$ cat src/rtl/seq_adder_nb.sv
// seq_adder_nb: multi-cycle ripple adder/subtractor, DIGIT bits per clock with a registered carry.
module seq_adder_nb #(
  parameter int WIDTH = 8,
  parameter int DIGIT = 1
) (
  input  logic             clk,
  input  logic             rst,
  input  logic             start,
  input  logic [WIDTH-1:0] a,
  input  logic [WIDTH-1:0] b,
  input  logic             cin,
  input  logic             sub,
  output logic             busy,
  output logic             done,
  output logic [WIDTH-1:0] s,
  output logic             cout,
  output logic             ovf
);
  localparam int N  = (DIGIT > 0) ? WIDTH / DIGIT : 1;
  localparam int CW = (N > 1) ? $clog2(N) : 1;
  if (DIGIT < 1 || WIDTH < 1 || (WIDTH % DIGIT) != 0) begin : g_bad_digit
    $error("seq_adder_nb: DIGIT must be >=1 and divide WIDTH");
  end
  typedef enum logic [1:0] {IDLE, RUN, DONE} state_t;
  state_t            state_q, state_d;
  logic [WIDTH-1:0]  opa_q, opa_d, opb_q, opb_d, s_q, s_d;
  logic              carry_q, carry_d, cout_q, cout_d, ovf_q, ovf_d;
  logic [CW-1:0]     cnt_q, cnt_d;
  logic [DIGIT:0]    dsum;
  logic [WIDTH+DIGIT-1:0] s_cat;
  logic              accept, last;
  always_comb begin
    dsum    = {1'b0, opa_q[DIGIT-1:0]} + {1'b0, opb_q[DIGIT-1:0]} + {{DIGIT{1'b0}}, carry_q};
    s_cat   = {dsum[DIGIT-1:0], s_q};
    accept  = start && (state_q != RUN);
    last    = (state_q == RUN) && (cnt_q == CW'(N - 1));
    state_d = state_q;
    opa_d   = opa_q;
    opb_d   = opb_q;
    s_d     = s_q;
    carry_d = carry_q;
    cnt_d   = cnt_q;
    cout_d  = cout_q;
    ovf_d   = ovf_q;
    if (accept) begin
      opa_d   = a;
      opb_d   = sub ? ~b : b;
      carry_d = cin ^ sub;
      cnt_d   = '0;
      state_d = RUN;
    end else if (state_q == RUN) begin
      opa_d   = opa_q >> DIGIT;
      opb_d   = opb_q >> DIGIT;
      s_d     = s_cat[WIDTH+DIGIT-1:DIGIT];
      carry_d = dsum[DIGIT];
      cnt_d   = cnt_q + CW'(1);
      if (last) begin
        cout_d  = dsum[DIGIT];
        // carry into the MSB is recovered from its sum bit: c = a ^ b ^ s
        ovf_d   = opa_q[DIGIT-1] ^ opb_q[DIGIT-1] ^ dsum[DIGIT-1] ^ dsum[DIGIT];
        state_d = DONE;
      end
    end else begin
      state_d = IDLE;
    end
  end
  always_ff @(posedge clk) begin
    if (rst) begin
      state_q <= IDLE;
      opa_q   <= '0;
      opb_q   <= '0;
      s_q     <= '0;
      carry_q <= 1'b0;
      cnt_q   <= '0;
      cout_q  <= 1'b0;
      ovf_q   <= 1'b0;
    end else begin
      state_q <= state_d;
      opa_q   <= opa_d;
      opb_q   <= opb_d;
      s_q     <= s_d;
      carry_q <= carry_d;
      cnt_q   <= cnt_d;
      cout_q  <= cout_d;
      ovf_q   <= ovf_d;
    end
  end
  assign busy = (state_q == RUN);
  assign done = (state_q == DONE);
  assign s    = s_q;
  assign cout = cout_q;
  assign ovf  = ovf_q;
endmodule

$ cat config.mk
export PLATFORM = sky130hd
export DESIGN_NAME = seq_adder_nb
export DESIGN_NICKNAME = d
export VERILOG_FILES = /design/src/rtl/seq_adder_nb.sv
export SDC_FILE = /design/constraint.sdc
export NUM_CORES = 1
export LEC_CHECK = 0
export CORE_UTILIZATION = 49
export CTS_CLUSTER_SIZE = 28
export DETAILED_ROUTE_END_ITERATION = 10
export GPL_TIMING_DRIVEN = 0
export HOLD_SLACK_MARGIN = 0.06
export PLACE_DENSITY = 0.78
export SLEW_MARGIN = 20
export SYNTH_ARGS = -nofsm -noshare
export SYNTH_HDL_FRONTEND = slang
export SYNTH_SLANG_ARGS = --single-unit
$ cat constraint.sdc
create_clock -name clk -period 1.65 [get_ports clk]
set_clock_uncertainty 0.05 [all_clocks]
set_input_delay 0.33 -clock clk [delete_from_list [all_inputs] [get_ports clk]]
set_output_delay 0.33 -clock clk [all_outputs]
set_load 0.01 [all_outputs]
==> results of run 1 <==
[routing by layer]
| metal | global-route usage | vias up |
|---|---|---|
| li1 | - | 623 |
| met5 | 0 | - |
| met1 | 0.2529 | 576 |
| met2 | 0.3793 | 28 |
| met3 | 0.04839 | 3 |
| met4 | 0.05226 | 0 |
[kinds of logic after synthesis]
logic type | after synthesis | share of synthesized area
AOI/OAI and AO/OA | 38 | 0.1762
xor gates and xnor gates | 12 | 0.07254
adders and majority gates | 3 | 0.03109
buffers and inverters | 14 | 0.05786
DFF | 32 | 0.4421
muxes | 9 | 0.06218
and+or+nand+nor | 54 | 0.1580
[how the worst max path moves through the flow]
stage            to  cells after the start  slack (ns)       start
2_1_floorplan   ovf                      4        0.19    opa_q[0]
3_3_place_gp   busy                      5       -0.15  state_q[1]
6_report       s[2]                      1        0.05        s[2]
5_1_grt         ovf                      4      0.0008    opb_q[0]
4_1_cts        s[3]                      1        0.01        s[3]
3_5_place_dp   busy                      5       -0.17  state_q[1]
[final cells by class]
class	instances	share of cell area
inverter	1	0.006077
clock buffer	6	0.02768
multi-input combinational	116	0.3910
sequential	32	0.3457
timing repair buffer	30	0.1654
tap	31	0.02093
buffer	12	0.03781
clock inverter	2	0.005402
[metrics by stage]
step                      cells  worst slack, ns    util  total power [mW]  setup TNS [ns]
after floorplan             162           0.1885       -             1.060               0
after global placement      223          -0.1479  0.6428             1.149         -0.1479
after detailed placement    223          -0.1699  0.6428             1.164         -0.1699
after CTS                   230          0.01474  0.6617             1.619               0
after global routing        230        0.0008387  0.6662             1.688               0
final                       230          0.04892  0.6662             1.606               0
[state kept, by name (all words and copies together), names as in the netlist]
signal	count
ovf	1
s	8
opa_q	8
cout	1
cnt_q	3
state_q	2
opb_q	8
carry_q	1
[repair_timing]
| action | in CTS | in global routing |
|---|---|---|
| setup endpoints to repair | 2 | 6 |
| gates resized for setup | 6 | 5 |
| pin swaps | 0 | 1 |
[cell usage after synthesis, drive strengths merged]
cell	n	area (µm²)
dfxtp	32	640.6
nand2	27	101.4
a21oi	21	108.9
nor2	18	67.56
xnor2	12	105.1
buf	10	63.81
mux2i	9	90.09
a211o	8	70.07
a211oi	7	52.55
nand3b	4	30.03
clkbuf	3	11.26
nand2b	3	18.77
ha	2	25.02
a2111oi	1	15.01
a311oi	1	8.760
fa	1	20.02
inv	1	8.760
nor2b	1	6.260
nor3	1	5.000
[power groups by stage]
stage | combinational (mW) | clock, mW | sequential [mW]
6_report | 0.296 | 0.464 | 0.846
5_1_grt | 0.329 | 0.507 | 0.852
4_1_cts | 0.298 | 0.475 | 0.846
3_5_place_dp | 0.300 | 0 | 0.864
3_3_place_gp | 0.289 | 0 | 0.860
2_1_floorplan | 0.202 | 0 | 0.858
==> run_results.csv, run 1 <==
group,metric,value,unit
finish,layout-drive-gt1-share,0.1005,
place,gp_congestion,0.7210,
global_routing,grt_max_degree,16,
sta,fin_crit,1.601,ns
run_status,status,"complete, no violations",
detailed_routing,vias,1230,
power,pwr-share-clk,0.289,
cts,cts_root_buf,"clkbuf_4",
detailed_routing,top_layer_used,"met4",
sta,max_freq,0.6246,GHz
global_routing,grt_pass1_wl,5.299,mm
worst_setup_path,slowest_delay,0.54,ns
power,powerDensity,866.6,nW/µm²
worst_setup_path,rr_worst_depth,4,
detailed_routing,drt_iter0_drc,41,
sta,hold_violations,0,
worst_setup_path,r2r_start,"opb_q[0]",
worst_setup_path,crit_path_end_kind,"output port",
cts,clk_latency,0.32,ns
worst_setup_path,crit_path_top_delay_cell,"clkdlybuf4s50_1",
finish,layout_commonest_cell,"dfxtp_1",
worst_setup_path,crit_arrival,1.22,ns
detailed_routing,firstDrtPassIters,4,
detailed_routing,via_per_inst,5.348,
worst_setup_path,cp_cell_sequence,"clkdlybuf4s50_1",
global_routing,grt_pass1_vias,1257,
hold_path,holdPathStages,3,
worst_setup_path,worst-path-buf-inv,1,
worst_setup_path,rrSetupSlack,0.11,ns
floorplanning,std_cell_rows,19,
detailed_routing,final_antenna_net_count,0,
place,portBuffers,30,
detailed_routing,wl_met1,1.319,mm
finish,synthToLayoutAreaGrowth,27.89,%
place,dp_hpwl,2.302,mm
yosys,synth-seq-area-share,0.4421,
sta,rsz0062_at_grt,"no",
yosys,yosys_warnings,0,
global_routing,antenna_found_initial,0,
power,swShare,0.2702,
power,seq_power_share,0.527,
floorplanning,core-area,2781,µm²
power,leakage,0.8161,nW
power,ir_worst_vdd,945.3,µV
global_routing,track_usage,0.2108,
finish,regArea,640.6,µm²
detailed_routing,dr_wl_met3,135,µm
cts,ctsHoldBuffers,0,
hold_path,min_path_type,"in2reg",
floorplanning,initial_core_util,0.5209,
cts,cts_buffers,5,
hold_path,worstHoldStart,"start",
detailed_routing,drcViolationCount,0,
finish,final_cell_mix,"32 x dfxtp_1, 27 x nand2_1, 23 x clkdlybuf4s50_1",
floorplanning,io-pin-count,33,
worst_setup_path,startpoint_type,"flip-flop",
cts,clk_pin_slew,0.10,ns
place,placed_cell_area,1788,µm²
sta,slew_headroom,0.6677,
cts,cts_tree,"done",
power,power.net_switching,434.0,µW
sta,setup_viol,0,
finish,fillCellCount,245,
yosys,yosysUniqueCellTypes,23,
power,p_int,1.172,mW
finish,diodes,0,
finish,final_area,1853,µm²
run,drv_cap,0,
cts,cts_buffer_depth,2,
yosys,syn_avg_cell_area,8.944,µm²
hold_path,hold_end,"opb_q[7]",
worst_setup_path,reg2reg_to,"ovf",
yosys,synth_nets,186,
floorplanning,die_h,56.38,µm
detailed_routing,detail_route.wl_per_cell,13.35,µm
yosys,yosys_register_bits,32,
worst_setup_path,crit_required,1.27,ns
cts,cts_sinks,32,
floorplanning,dieWidth,56.38,µm
finish,nets,222,
cts,h-tree-depth,2,
global_routing,grt-ovfl-total,0,
worst_setup_path,crit_family,"buffers and inverters",
floorplanning,die-area,3178,µm²
cts,post-cts-setup-buffers,0,
sta,tightest_slew,0.4985,ns
sta,report.final.slew_viol_count,0,
sta,worst_hold_slack,0.3621,ns
sta,period_share,0.9704,
yosys,syn-instance-count,162,
worst_setup_path,crit_fanout,3,
finish,multi_input_area,724.4,µm²
power,combPwrFrac,0.184,
detailed_routing,route.met2.wl,1.600,mm
worst_setup_path,criticalPathCategory,"reg2out",
yosys,syn_area,1449,µm²
detailed_routing,drt-total-wl,3.071,mm
Power figures use the tool's default switching activity.
==> inputs of run 2 (changes only) <==
--- a/config.mk
+++ b/config.mk
@@ -5,12 +5,13 @@
 export SDC_FILE = /design/constraint.sdc
 export NUM_CORES = 1
 export LEC_CHECK = 0
-export CORE_UTILIZATION = 49
+export CORE_UTILIZATION = 51
+export CTS_BUF_LIST = sky130_fd_sc_hd__clkbuf_4 sky130_fd_sc_hd__clkbuf_8
 export CTS_CLUSTER_SIZE = 28
 export DETAILED_ROUTE_END_ITERATION = 10
 export GPL_TIMING_DRIVEN = 0
 export HOLD_SLACK_MARGIN = 0.06
-export PLACE_DENSITY = 0.78
+export PLACE_DENSITY = 0.81
 export SLEW_MARGIN = 20
 export SYNTH_ARGS = -nofsm -noshare
 export SYNTH_HDL_FRONTEND = slang
==> run_results.csv, run 2 (synthesis gave the netlist of run 1 again) <==
group,metric,value,unit
run_status,status,"complete, no violations",
detailed_routing,drcViolationCount,0,
power,p_int,1.305,mW
finish,diodes,0,
sta,fin_ws,0.03310,ns
worst_setup_path,worst-path-buf-inv,1,
finish,nets,222,
floorplanning,std_cell_rows,18,
finish,layout_commonest_cell,"dfxtp_1",
worst_setup_path,crit_path_top_delay_cell,"clkdlybuf4s50_1",
power,ir_worst_vdd,1215,µV
worst_setup_path,crit_arrival,1.24,ns
floorplanning,io-pin-count,33,
place,dpl.cell_count,222,
cts,post-cts-setup-buffers,0,
detailed_routing,vias,1237,
global_routing,antenna_found_initial,0,
cts,clk_pin_slew,0.11,ns
floorplanning,die_h,55.30,µm
finish,fillCellCount,200,
global_routing,grt_max_degree,16,
cts,cts_root_buf,"clkbuf_4",
floorplanning,dieWidth,55.30,µm
power,powerDensity,930.3,nW/µm²
cts,h-tree-depth,2,
finish,stdcell_count,229,
sta,max_freq,0.6185,GHz
worst_setup_path,crit_path_end_kind,"output port",
cts,cts_buffer_depth,2,
finish,regArea,643.1,µm²
sta,period_share,0.9799,
worst_setup_path,startpoint_type,"flip-flop",
sta,final.setup.tns,0,ns
place,gp_congestion,0.7270,
sta,fin_crit,1.617,ns
global_routing,grt_pass1_vias,1242,
cts,cts_tree,"done",
detailed_routing,drt-total-wl,3.164,mm
finish,layout-drive-gt1-share,0.1106,
global_routing,grt_pass1_wl,5.485,mm
cts,clk_latency,0.33,ns
sta,rsz0062_at_grt,"no",
place,dp_hpwl,2.324,mm
sta,setup_viol,0,
sta,hold_violations,0,
power,seq_power_share,0.486,
power,swShare,0.2507,
worst_setup_path,crit_family,"buffers and inverters",
power,power.net_switching,436.5,µW
worst_setup_path,slowest_delay,0.54,ns
run,drv_cap,0,
worst_setup_path,criticalPathCategory,"reg2out",
detailed_routing,drt_iter0_drc,36,
floorplanning,initial_core_util,0.5594,
finish,final_cell_mix,"30 x dfxtp_1, 27 x nand2_1, 22 x clkdlybuf4s50_1",
floorplanning,die-area,3058,µm²
finish,multi_input_area,724.4,µm²
worst_setup_path,crit_required,1.27,ns
worst_setup_path,crit_fanout,3,
sta,slew_headroom,0.6639,
power,pwr-share-clk,0.344,
global_routing,grt-ovfl-total,0,
place,place_ws,-0.1486,ns
power,totalPowerFinal,1.741,mW
cts,cts_sinks,32,
cts,cts_buffers,5,
power,leakage,0.8312,nW
hold_path,min_path_type,"in2reg",
sta,tightest_slew,0.5042,ns
power,combPwrFrac,0.170,
place,portBuffers,30,
detailed_routing,final_antenna_net_count,0,
sta,report.final.slew_viol_count,0,
global_routing,track_usage,0.2254,
detailed_routing,detail_route.wl_per_cell,13.82,µm
finish,synthToLayoutAreaGrowth,29.19,%
worst_setup_path,cp_cell_sequence,"clkdlybuf4s50_1",
detailed_routing,via_per_inst,5.402,
floorplanning,core-area,2590,µm²
detailed_routing,firstDrtPassIters,4,
## run 2: cell count changes in the layout (fill, tap and decap cells not counted), sizes merged
cell and change:
bufinv +1, clkinv -1, clkdlybuf4s50 -1, dlygate4sd2 +1
## run 2: area by class of cell
class                   instances  share of cell area
multi-input cells             116              0.3870
inverters                       1            0.006016
clock buffers                   6             0.02406
plain buffers                  12             0.03743
repair buffers                 30              0.1631
flip-flops and latches         32              0.3436
clock inverters                 2             0.01872
well taps                      30             0.02005
## run 2: timing repair
action,4_1_cts,5_1_grt
hold buffers,0,0
gates resized for setup,7,7
endpoints found under the setup margin,3,7
pin swaps,0,1
## run 2: power groups by stage
stage	Clock (mW)	Sequential [mW]	Combinational, mW
floorplan	0	0.858	0.202
global placement	0	0.860	0.288
detailed placement	0	0.863	0.299
CTS	0.609	0.845	0.297
global route	0.634	0.853	0.327
finish	0.599	0.847	0.295
## run 2: stage by stage
step,util,hold WS (ns),instance area [µm²]
after floorplan,-,0.3521,1449
after global placement,0.6899,0.3927,1787
after detailed placement,0.6899,0.4007,1787
after CTS,0.7169,0.3493,1857
after global routing,0.7227,0.3798,1872
final,0.7227,0.3606,1872
## run 2: worst register-to-register path, delay by kind of cell (launching register included)
| family | cells | cell delay [ns] |
|---|---|---|
| XOR/XNOR | 2 | 0.22 |
| adder cells (fa/ha/maj) | 1 | 0.58 |
| flip-flops | 1 | 0.34 |
| AO/OA/AOI/OAI | 1 | 0.25 |
## run 2: final timing paths
path                                from        to  slack [ns]  cells after the start
worst max-delay path                s[6]      s[6]        0.03                      1
worst min register to register  opb_q[1]  opb_q[0]        0.40                      2
worst min-delay path               start  opb_q[7]        0.36                      3
worst max register to register   carry_q       ovf        0.12                      4
## run 2: metal layers
metal  routed length, µm  GRT usage  vias up
met2                1625     0.3890       27
met4                  53     0.1036        0
met5                   0          0        -
met3                 138    0.06557        9
met1                1346     0.2548      577
li1                    -          -      624
